## src/rtl/mips_pkg.sv

```systemverilog
// Shared register-file widths and the write-back entry type used by the
// arbiter and its deferred-result FIFO.
package mips_pkg;

    localparam int unsigned REG_AW = 5;
    localparam int unsigned DATA_W = 32;
    localparam logic [REG_AW-1:0] REG_ZERO = '0;

    typedef struct packed {
        logic [REG_AW-1:0] wa;
        logic [DATA_W-1:0] wd;
    } wb_entry_t;

endpackage

```

## src/rtl/wb_fifo.sv

```systemverilog
// Small FIFO of deferred slow write-back results.
// Uses pointers and an occupancy count, so DEPTH must be a power of two.
module wb_fifo
    import mips_pkg::*;
#(
    parameter int unsigned DEPTH = 4
) (
    input  logic      clk,
    input  logic      rst,
    input  logic      push,
    input  logic      pop,
    input  wb_entry_t din,
    output wb_entry_t dout,
    output logic      full,
    output logic      empty
);

    localparam int unsigned AW = $clog2(DEPTH);
    localparam logic [AW:0] FULL_CNT = DEPTH[AW:0];

    logic [AW-1:0] wr_ptr_q, rd_ptr_q;
    logic [AW:0]   count_q;
    wb_entry_t     mem_q [DEPTH];
    logic          do_push, do_pop;

    assign full    = (count_q == FULL_CNT);
    assign empty   = (count_q == '0);
    assign do_push = push & ~full;
    assign do_pop  = pop & ~empty;
    assign dout    = mem_q[rd_ptr_q];

    always_ff @(posedge clk or negedge rst) begin
        if (!rst) begin
            wr_ptr_q <= '0;
            rd_ptr_q <= '0;
            count_q  <= '0;
        end else begin
            if (do_push) wr_ptr_q <= wr_ptr_q + 1'b1;
            if (do_pop)  rd_ptr_q <= rd_ptr_q + 1'b1;
            unique case ({do_push, do_pop})
                2'b10:   count_q <= count_q + 1'b1;
                2'b01:   count_q <= count_q - 1'b1;
                default: count_q <= count_q;
            endcase
        end
    end

    // Storage needs no reset: entries are only read once the count covers them.
    always_ff @(posedge clk) begin
        if (do_push) mem_q[wr_ptr_q] <= din;
    end

endmodule

```

## src/rtl/wb_arbiter.sv

```systemverilog
// Merges the in-order pipeline result and deferred slow-unit results into the
// single regfile write port; tracks busy registers and throttles on starvation.
module wb_arbiter
    import mips_pkg::*;
#(
    parameter int unsigned DEPTH      = 4,
    parameter int unsigned STARVE_MAX = 8
) (
    input  logic        clk,
    input  logic        rst,
    input  logic        alu_valid,
    input  logic [4:0]  alu_wa,
    input  logic [31:0] alu_wd,
    input  logic        slow_valid,
    output logic        slow_ready,
    input  logic [4:0]  slow_wa,
    input  logic [31:0] slow_wd,
    input  logic        issue_valid,
    input  logic [4:0]  issue_wa,
    input  logic [4:0]  ra1,
    input  logic [4:0]  ra2,
    output logic        busy_ra1,
    output logic        busy_ra2,
    output logic        stall_pipe,
    output logic        writeReg,
    output logic [4:0]  wa,
    output logic [31:0] wd
);

    localparam int unsigned SW = $clog2(STARVE_MAX + 1);
    localparam logic [SW-1:0] STARVE_LAST = SW'(STARVE_MAX - 1);

    wb_entry_t   head, slow_in;
    logic        fifo_full, fifo_empty;
    logic        alu_req, xfer, pop, bypass, push;
    logic        commit;
    logic [4:0]  commit_wa;

    logic        we_q, we_d;
    logic [4:0]  wa_q, wa_d;
    logic [31:0] wd_q, wd_d;
    logic [31:0] busy_q, busy_d;
    logic [SW-1:0] starve_q, starve_d;
    logic        stall_q, stall_d;

    assign slow_in = '{wa: slow_wa, wd: slow_wd};
    assign alu_req = alu_valid && (alu_wa != REG_ZERO);
    assign xfer    = slow_valid && slow_ready;
    assign pop     = !alu_req && !fifo_empty;
    assign bypass  = !alu_req && fifo_empty && xfer;
    assign push    = xfer && !bypass;

    wb_fifo #(
        .DEPTH (DEPTH)
    ) u_fifo (
        .clk   (clk),
        .rst   (rst),
        .push  (push),
        .pop   (pop),
        .din   (slow_in),
        .dout  (head),
        .full  (fifo_full),
        .empty (fifo_empty)
    );

    // Write-port mux: pipeline, then FIFO head, then bypassed slow result.
    always_comb begin
        we_d      = 1'b0;
        wa_d      = wa_q;
        wd_d      = wd_q;
        commit    = 1'b0;
        commit_wa = REG_ZERO;
        if (alu_req) begin
            we_d = 1'b1;
            wa_d = alu_wa;
            wd_d = alu_wd;
        end else if (pop) begin
            we_d      = (head.wa != REG_ZERO);
            wa_d      = head.wa;
            wd_d      = head.wd;
            commit    = 1'b1;
            commit_wa = head.wa;
        end else if (bypass) begin
            we_d      = (slow_wa != REG_ZERO);
            wa_d      = slow_wa;
            wd_d      = slow_wd;
            commit    = 1'b1;
            commit_wa = slow_wa;
        end
    end

    // Clear before set so an issue to the committing register keeps it busy.
    always_comb begin
        busy_d = busy_q;
        if (commit) busy_d[commit_wa] = 1'b0;
        if (issue_valid && (issue_wa != REG_ZERO)) busy_d[issue_wa] = 1'b1;
        busy_d[0] = 1'b0;
    end

    always_comb begin
        starve_d = starve_q;
        stall_d  = 1'b0;
        if (fifo_empty || pop) begin
            starve_d = '0;
        end else if (starve_q == STARVE_LAST) begin
            stall_d  = 1'b1;
            starve_d = '0;
        end else begin
            starve_d = starve_q + 1'b1;
        end
    end

    always_ff @(posedge clk or negedge rst) begin
        if (!rst) begin
            we_q     <= 1'b0;
            wa_q     <= '0;
            wd_q     <= '0;
            busy_q   <= '0;
            starve_q <= '0;
            stall_q  <= 1'b0;
        end else begin
            we_q     <= we_d;
            wa_q     <= wa_d;
            wd_q     <= wd_d;
            busy_q   <= busy_d;
            starve_q <= starve_d;
            stall_q  <= stall_d;
        end
    end

    assign slow_ready = !fifo_full;
    assign busy_ra1   = busy_q[ra1];
    assign busy_ra2   = busy_q[ra2];
    assign stall_pipe = stall_q;
    assign writeReg   = we_q;
    assign wa         = wa_q;
    assign wd         = wd_q;

endmodule

```

## config.mk

```make
export PLATFORM = sky130hd
export DESIGN_NAME = wb_arbiter
export DESIGN_NICKNAME = d
export VERILOG_FILES = /design/src/rtl/mips_pkg.sv /design/src/rtl/wb_fifo.sv /design/src/rtl/wb_arbiter.sv
export SDC_FILE = /design/constraint.sdc
export NUM_CORES = 1
export LEC_CHECK = 0
export CAP_MARGIN = 20
export CORE_MARGIN = 5
export CORE_UTILIZATION = 55
export CTS_CLUSTER_DIAMETER = 150
export DETAILED_ROUTE_END_ITERATION = 16
export PLACE_DENSITY_LB_ADDON = 0.25
export SYNTH_ARGS = -nofsm -noshare
export SYNTH_HDL_FRONTEND = slang
export SYNTH_HIERARCHICAL = 1
export SYNTH_SLANG_ARGS = --single-unit
```

## constraint.sdc

```tcl
create_clock -name clk -period 3.6 [get_ports clk]
set_clock_uncertainty 0.1 [all_clocks]
set_input_delay 0.36 -clock clk [delete_from_list [all_inputs] [get_ports clk]]
set_output_delay 0.36 -clock clk [all_outputs]
set_load 0.02 [all_outputs]
```

======== After elaboration in Yosys (flattened, before gate mapping) ========
Memories as Yosys holds them, arrays and structs flattened.
Cells that the tools add are included.
cells by class
  magnitude comparators ................... 6
  bitwise gates (word level) .............. 7
  multiplexer cells ....................... 32
  multiply operators ...................... 0
  shift operators ......................... 0
  add/subtract/negate cells ............... 5
  divide/modulo/power cells ............... 0
  reductions and logical operators ........ 21
  equality and inequality tests ........... 4
operator list
  kind                                                         count
  2-to-1 mux 32 bit                                            5
  bitwise AND 32 bit                                           1
  inverter 32 bit                                              1
  bitwise OR 32 bit                                            1
  2-to-1 mux 5 bit                                             6
  less-than comparator 5 x 6 -> 1 bit (second input constant)  4
  nonzero test 5 bit                                           4
  2-to-1 mux 1 bit                                             14
  binary-select mux 1 bit (select 5 bit)                       2
  demux 1 bit (select 5 bit)                                   2
  >= comparator 5 x 1 -> 1 bit (second input constant)         2
  logical AND 1 bit                                            9
  2-to-1 mux 4 bit                                             2
  one-hot mux 3 bit (2 select lines)                           1
  adder 2 x 1 -> 2 bit (second input constant)                 2
  adder 4 x 1 -> 4 bit (second input constant)                 1
  equality test 4 x 3 -> 1 bit (second input constant)         1
  zero test 1 bit                                              4
  adder 3 x 1 -> 3 bit (second input constant)                 1
  equality test 3 bit (second input constant)                  1
  zero test 3 bit                                              1
  nonzero test 3 bit                                           1
  subtractor 3 x 1 -> 3 bit (second input constant)            1
  bitwise AND 1 bit                                            2
  other kinds (5)                                              6
storage, ports and cells
  latch bits .............................. 0
  register bits ........................... 81
  RAM bits ................................ 148
  word-level logic and storage cells ...... 85
  memories ................................ 1
  ROM bits ................................ 0
  output and inout port bits .............. 42
memories
  name          words  width  rd ports  clocked after Yosys merged registers in  write ports  RTL line       source
  u_fifo.mem_q  4      37     1         0                                        1            wb_fifo.sv:23  wb_entry_t mem_q [DEPTH];

======== Depth between registers and ports, before layout ========
  depth after elaboration ................. 17
  gate-level depth with buffers ........... 13
  gate-level depth less buffers ........... 13

======== By module ========
Netlist, hierarchy kept.
modules (own cells, without submodules)
  module      cells an instance  instances  area an instance (um2)  seq. area each (um2)
  wb_fifo     231                1          5755.5                  4619.4
  wb_arbiter  461                1          4559.4                  1851.8

======== Least setup slack after synthesis ========
Ideal clock, no wire load.
  path type ............................... register to register
  start ................................... register u_fifo.count_q[0]
  end ..................................... register u_fifo.count_q[2]
  cell stages (with the launch flop) ...... 14
  period minus slack after synthesis ...... 3020 ps
  data required time ...................... 3421 ps
  arrival time ............................ 2840 ps
  path slack .............................. 580 ps
  setup time .............................. 79 ps
  path buffers ............................ 3
  path through ............................ dfrtp_1 nor3_1 buf_2 buf_2 clkbuf_1 a21oi_1 and2_4 inv_1 ha_1 inv_1 fa_1 xor2_1 nor2_1 xor2_1
on the way
  elaborated cells between the ends (all ways) .. 20
RTL lines
  item                                                                      RTL line          source
  start, declared                                                           wb_fifo.sv:22     logic [AW:0] count_q;
  start signal, assigned                                                    wb_fifo.sv:41     2'b10: count_q <= count_q + 1'b1;
  start signal, assigned                                                    wb_fifo.sv:42     2'b01: count_q <= count_q - 1'b1;
  start signal, assigned                                                    wb_fifo.sv:43     default: count_q <= count_q;
  zero test 3 bit (*)                                                       wb_fifo.sv:27     assign empty = (count_q == '0);
  net fifo_empty                                                            wb_arbiter.sv:34  logic fifo_full, fifo_empty;
  logical AND 1 bit (*) (2 in a row)                                        wb_arbiter.sv:50  assign bypass = !alu_req && fifo_empty && xfer;
  zero test 1 bit (*)                                                       wb_arbiter.sv:51  assign push = xfer && !bypass;
  logical AND 1 bit (*)                                                     wb_arbiter.sv:51
  net push                                                                  wb_arbiter.sv:35  logic alu_req, xfer, pop, bypass, push;
  bitwise AND 1 bit (*)                                                     wb_fifo.sv:28     assign do_push = push & ~full;
  equality test 2 x 1 -> 1 bit or equality test 2 bit (tied branches)       wb_fifo.sv:40     unique case ({do_push, do_pop})
  one-hot mux 3 bit (2 select lines) or nonzero test 2 bit (tied branches)  n/a
The timed path passes the listed nets; every way through them passes the cells marked *.
A chain may end at the register's enable or synchronous reset.

======== Worst setup path after layout ========
  start ................................... input ra1[1]
  end ..................................... output busy_ra1
on the way
  word-level cells in the longest chain between the ends .. 2
ends and longest elaborated chain
  item                                    RTL line           source
  start, declared                         wb_arbiter.sv:20   input logic [4:0] ra1,
  binary-select mux 1 bit (select 5 bit)  wb_arbiter.sv:132  assign busy_ra1 = busy_q[ra1];
  2-to-1 mux 1 bit (not written as such)  wb_arbiter.sv:132
  end, declared                           wb_arbiter.sv:22   output logic busy_ra1,
No other way between the ends. The select of a mux whose other input is x is not followed.

==> flow_summary_export.csv <==
group,metric,value,unit
run_status,status,"completed",
worst_hold_path,holdPathStages,3,
critical_path,cp_max_fo,8,
sta,drv_slew,0,
worst_hold_path,min_to,"wd[30]$_DFFE_PN0P_",
detailed_routing,wl,25500,um
layout,layout-drive-gt1-share,0.141,
yosys,synth_top_cell_by_area,"edfxtp_1",
sta,period_share,0.971,
detailed_routing,drc_errors,0,
sta,fmax,286,MHz
clock_tree,cts_tree,"done",
detailed_routing,dr.pass1.iters,5,
yosys,synth_area_leaders,"edfxtp_1 (43%), dfrtp_1 (20%), mux4_2 (8.1%)",
yosys,synth_top_area_frac,0.431,
yosys,syn-num-nets,793,
clock_tree,cts_num_sinks,229,
clock_tree,cts_hold_buf,1,
worst_hold_path,min-delay-start,"alu_wd[30]",
critical_path,end_kind,"output pin",
placement,place_inst,1035,
yosys,syn_area,10300,um^2
yosys,syn_avg_cell_area,14.9,um^2
clock_tree,post_cts_buffers,0,
floorplan,die_height,147,um
critical_path,reg2regPathDepth,5,
layout,area_growth,23.2,%
yosys,synth_cell_types,62,
layout,fill_cells,1247,
clock_tree,cts_buffer_depth,3,
yosys,async_flop_share,0.354,
sta,rsz0062_at_grt,"false",
critical_path,required,3.14,ns
layout,fin_nets,929,
detailed_routing,viasPerCell,6.33,
worst_hold_path,hp-class,"primary input to flip-flop",
pwr,leakage,0.00459,uW
critical_path,worstReg2RegStart,"u_fifo/count_q[0]$_DFFE_PN0P_",
yosys,yosys_warnings,6,
critical_path,worst-r2r-setup-slack,0.68,ns
floorplan,ios,136,
sta,setup_viol,0,
critical_path,crit_arrival,3.03,ns
yosys,synth.most_common_cell,"edfxtp_1",
placement,hpwl,16600,um
floorplan,start_util,0.555,
pwr,peakVddDrop,0.682,mV
yosys,synth_edf_count,148,
layout,fin_cells,1080,
flow_run,max_cap_violations,0,
pwr,power_density,796,nW/um^2
pwr,power,10100,uW
layout,fin_area,12700,um^2
clock_tree,clock_latency,0.50,ns
placement,gp_congestion,0.885,
sta,hold_viol,0,
placement,io_buffers,135,
yosys,syn_inst,692,
global_routing,grt_pass1_wl,40300,um
floorplan,dieArea,21600,um^2
critical_path,path_common_cell,"clkdlybuf4s50_1",
global_routing,grt_max_degree,64,
floorplan,design.core.area,18600,um^2
detailed_routing,wl_per_cell,23.6,um
clock_tree,clk_pin_slew,0.06,ns
yosys,synth-main-ff-cell,"edfxtp_1",
sta,fin_tns_setup,0,ns
floorplan,num_rows,50,
global_routing,overflow,0,
layout,num_antenna_cells,0,
clock_tree,ctsRootBufferMaster,"clkbuf_16",
detailed_routing,ant_nets,0,
floorplan,die_x,147,um
global_routing,antenna_found_initial,0,
critical_path,max_stage_delay,0.67,ns
sta,min_period,3.49,ns
clock_tree,cts_buffers,24,
detailed_routing,drt_iter0_drc,458,
critical_path,r2r-end,"wd[3]$_DFFE_PN0P_",
yosys,synth-seq-cells,229,
global_routing,grtUsageTotal,0.236,
critical_path,crit_slowest_cell,"clkdlybuf4s50_1",
clock_tree,cts_resized,0,
sta,slew_headroom,0.285,
sta,worstMarginPinSlew,1.07,ns
placement,post_dp_cell_area,11800,um^2
yosys,ys_seq_area_frac,0.627,
global_routing,grt_pass1_vias,7257,
critical_path,cp_cell_sequence,"clkdlybuf4s50_1 > buf_4 > mux2_2 > o311ai_0 > nor3_1 > or4_1 > clkdlybuf4s50_1",
yosys,synth_common_cells,"edfxtp_1 (148), dfrtp_1 (81), nor2_1 (52), nand2_1 (39), mux4_2 (37)",
critical_path,start_kind,"primary input",
critical_path,crit_type,"primary input to output pin",
clock_tree,cts.htree.levels,1,
detailed_routing,vias,6832,
==> metal layers <==
metal	wire length, um	track usage	vias to the layer above
met1	10500	0.324	3482
met5	0	0	-
met2	12700	0.394	291
li1	-	-	3025
met3	1820	0.0463	34
met4	435	0.0545	0
==> where the power goes <==
part | switching (uW) | internal, uW
clock network | 971 | 1670
logic | 1950 | 1590
registers | 395 | 3540
==> layout make-up <==
cell class,count,area [um^2],share of cell area
sequential,229,6470,0.509
multi-input combinational,395,3520,0.277
timing repair buffer,150,1460,0.115
clock buffer,34,679,0.0535
tap,234,293,0.0230
clock inverter,10,173,0.0136
inverter,28,105,0.00827
==> worst max path at each step <==
stage                                          to  cells past startpoint  slack (ns)                          start
finish                                   busy_ra1                      7        0.11                         ra1[1]
global route                             busy_ra2                      6        0.08                         ra2[0]
CTS                                      busy_ra1                      7        0.13                         ra1[1]
detailed placement                       busy_ra1                      7        0.14                         ra1[1]
global placement                         busy_ra2                      6        0.27                         ra2[0]
floorplan           u_fifo/count_q[2]$_DFFE_PN0P_                     13        0.58  u_fifo/count_q[0]$_DFFE_PN0P_
==> cells by family after synthesis <==
family | count (synthesis) | synth area share
xor+xnor | 7 | 0.00594
simple gates | 170 | 0.0918
compound gates | 152 | 0.114
flops | 229 | 0.627
mux | 59 | 0.120
fa+ha+maj | 7 | 0.00922
buf+inv | 68 | 0.0319
==> metrics by stage <==
step | util | hold WS, ns | setup slack, ns
final | 0.684 | 0.301 | 0.106
after CTS | 0.684 | 0.283 | 0.131
after detailed placement | 0.638 | 0.367 | 0.136
after global placement | 0.638 | 0.357 | 0.265
after floorplan | - | -0.0356 | 0.580
after global routing | 0.684 | 0.301 | 0.0833
==> critical path, delay by kind of cell <==
kind                   cells  cell delay, ns
muxes                      1            0.34
buffers and inverters      3            1.45
AOI/OAI and AO/OA          1            0.37
and+or+nand+nor            2            0.51
==> layout by cell type (no fill, tap or decap), types with 6 or more instances in the layout <==
cell,synthesis,routed
clkbuf_1,16,7
inv_1,27,27
nor3_1,8,7
a2bb2oi_1,19,19
nor2b_1,15,15
nand2_1,39,39
dfrtp_1,81,79
a221oi_1,17,17
ha_1,6,6
clkbuf_16,0,25
o2bb2ai_1,15,15
mux4_2,37,37
nor4_1,7,7
nor2_1,52,52
buf_4,3,15
mux4_1,10,10
a31oi_1,14,14
o221ai_1,27,27
edfxtp_1,148,148
a21oi_1,12,12
o21ai_0,19,19
o211ai_1,9,9
clkdlybuf4s50_1,0,134
==> registers in the layout, indices dropped and copies added, names as in the netlist <==
signal,count
stall_pipe,1
u_fifo/rd_ptr_q,2
wd,32
u_fifo/wr_ptr_q,2
u_fifo/count_q,3
writeReg,1
wa,5
starve_q,4
u_fifo/mem_q,148
busy_q,31
No activity file was read; power rests on OpenSTA's default activity.
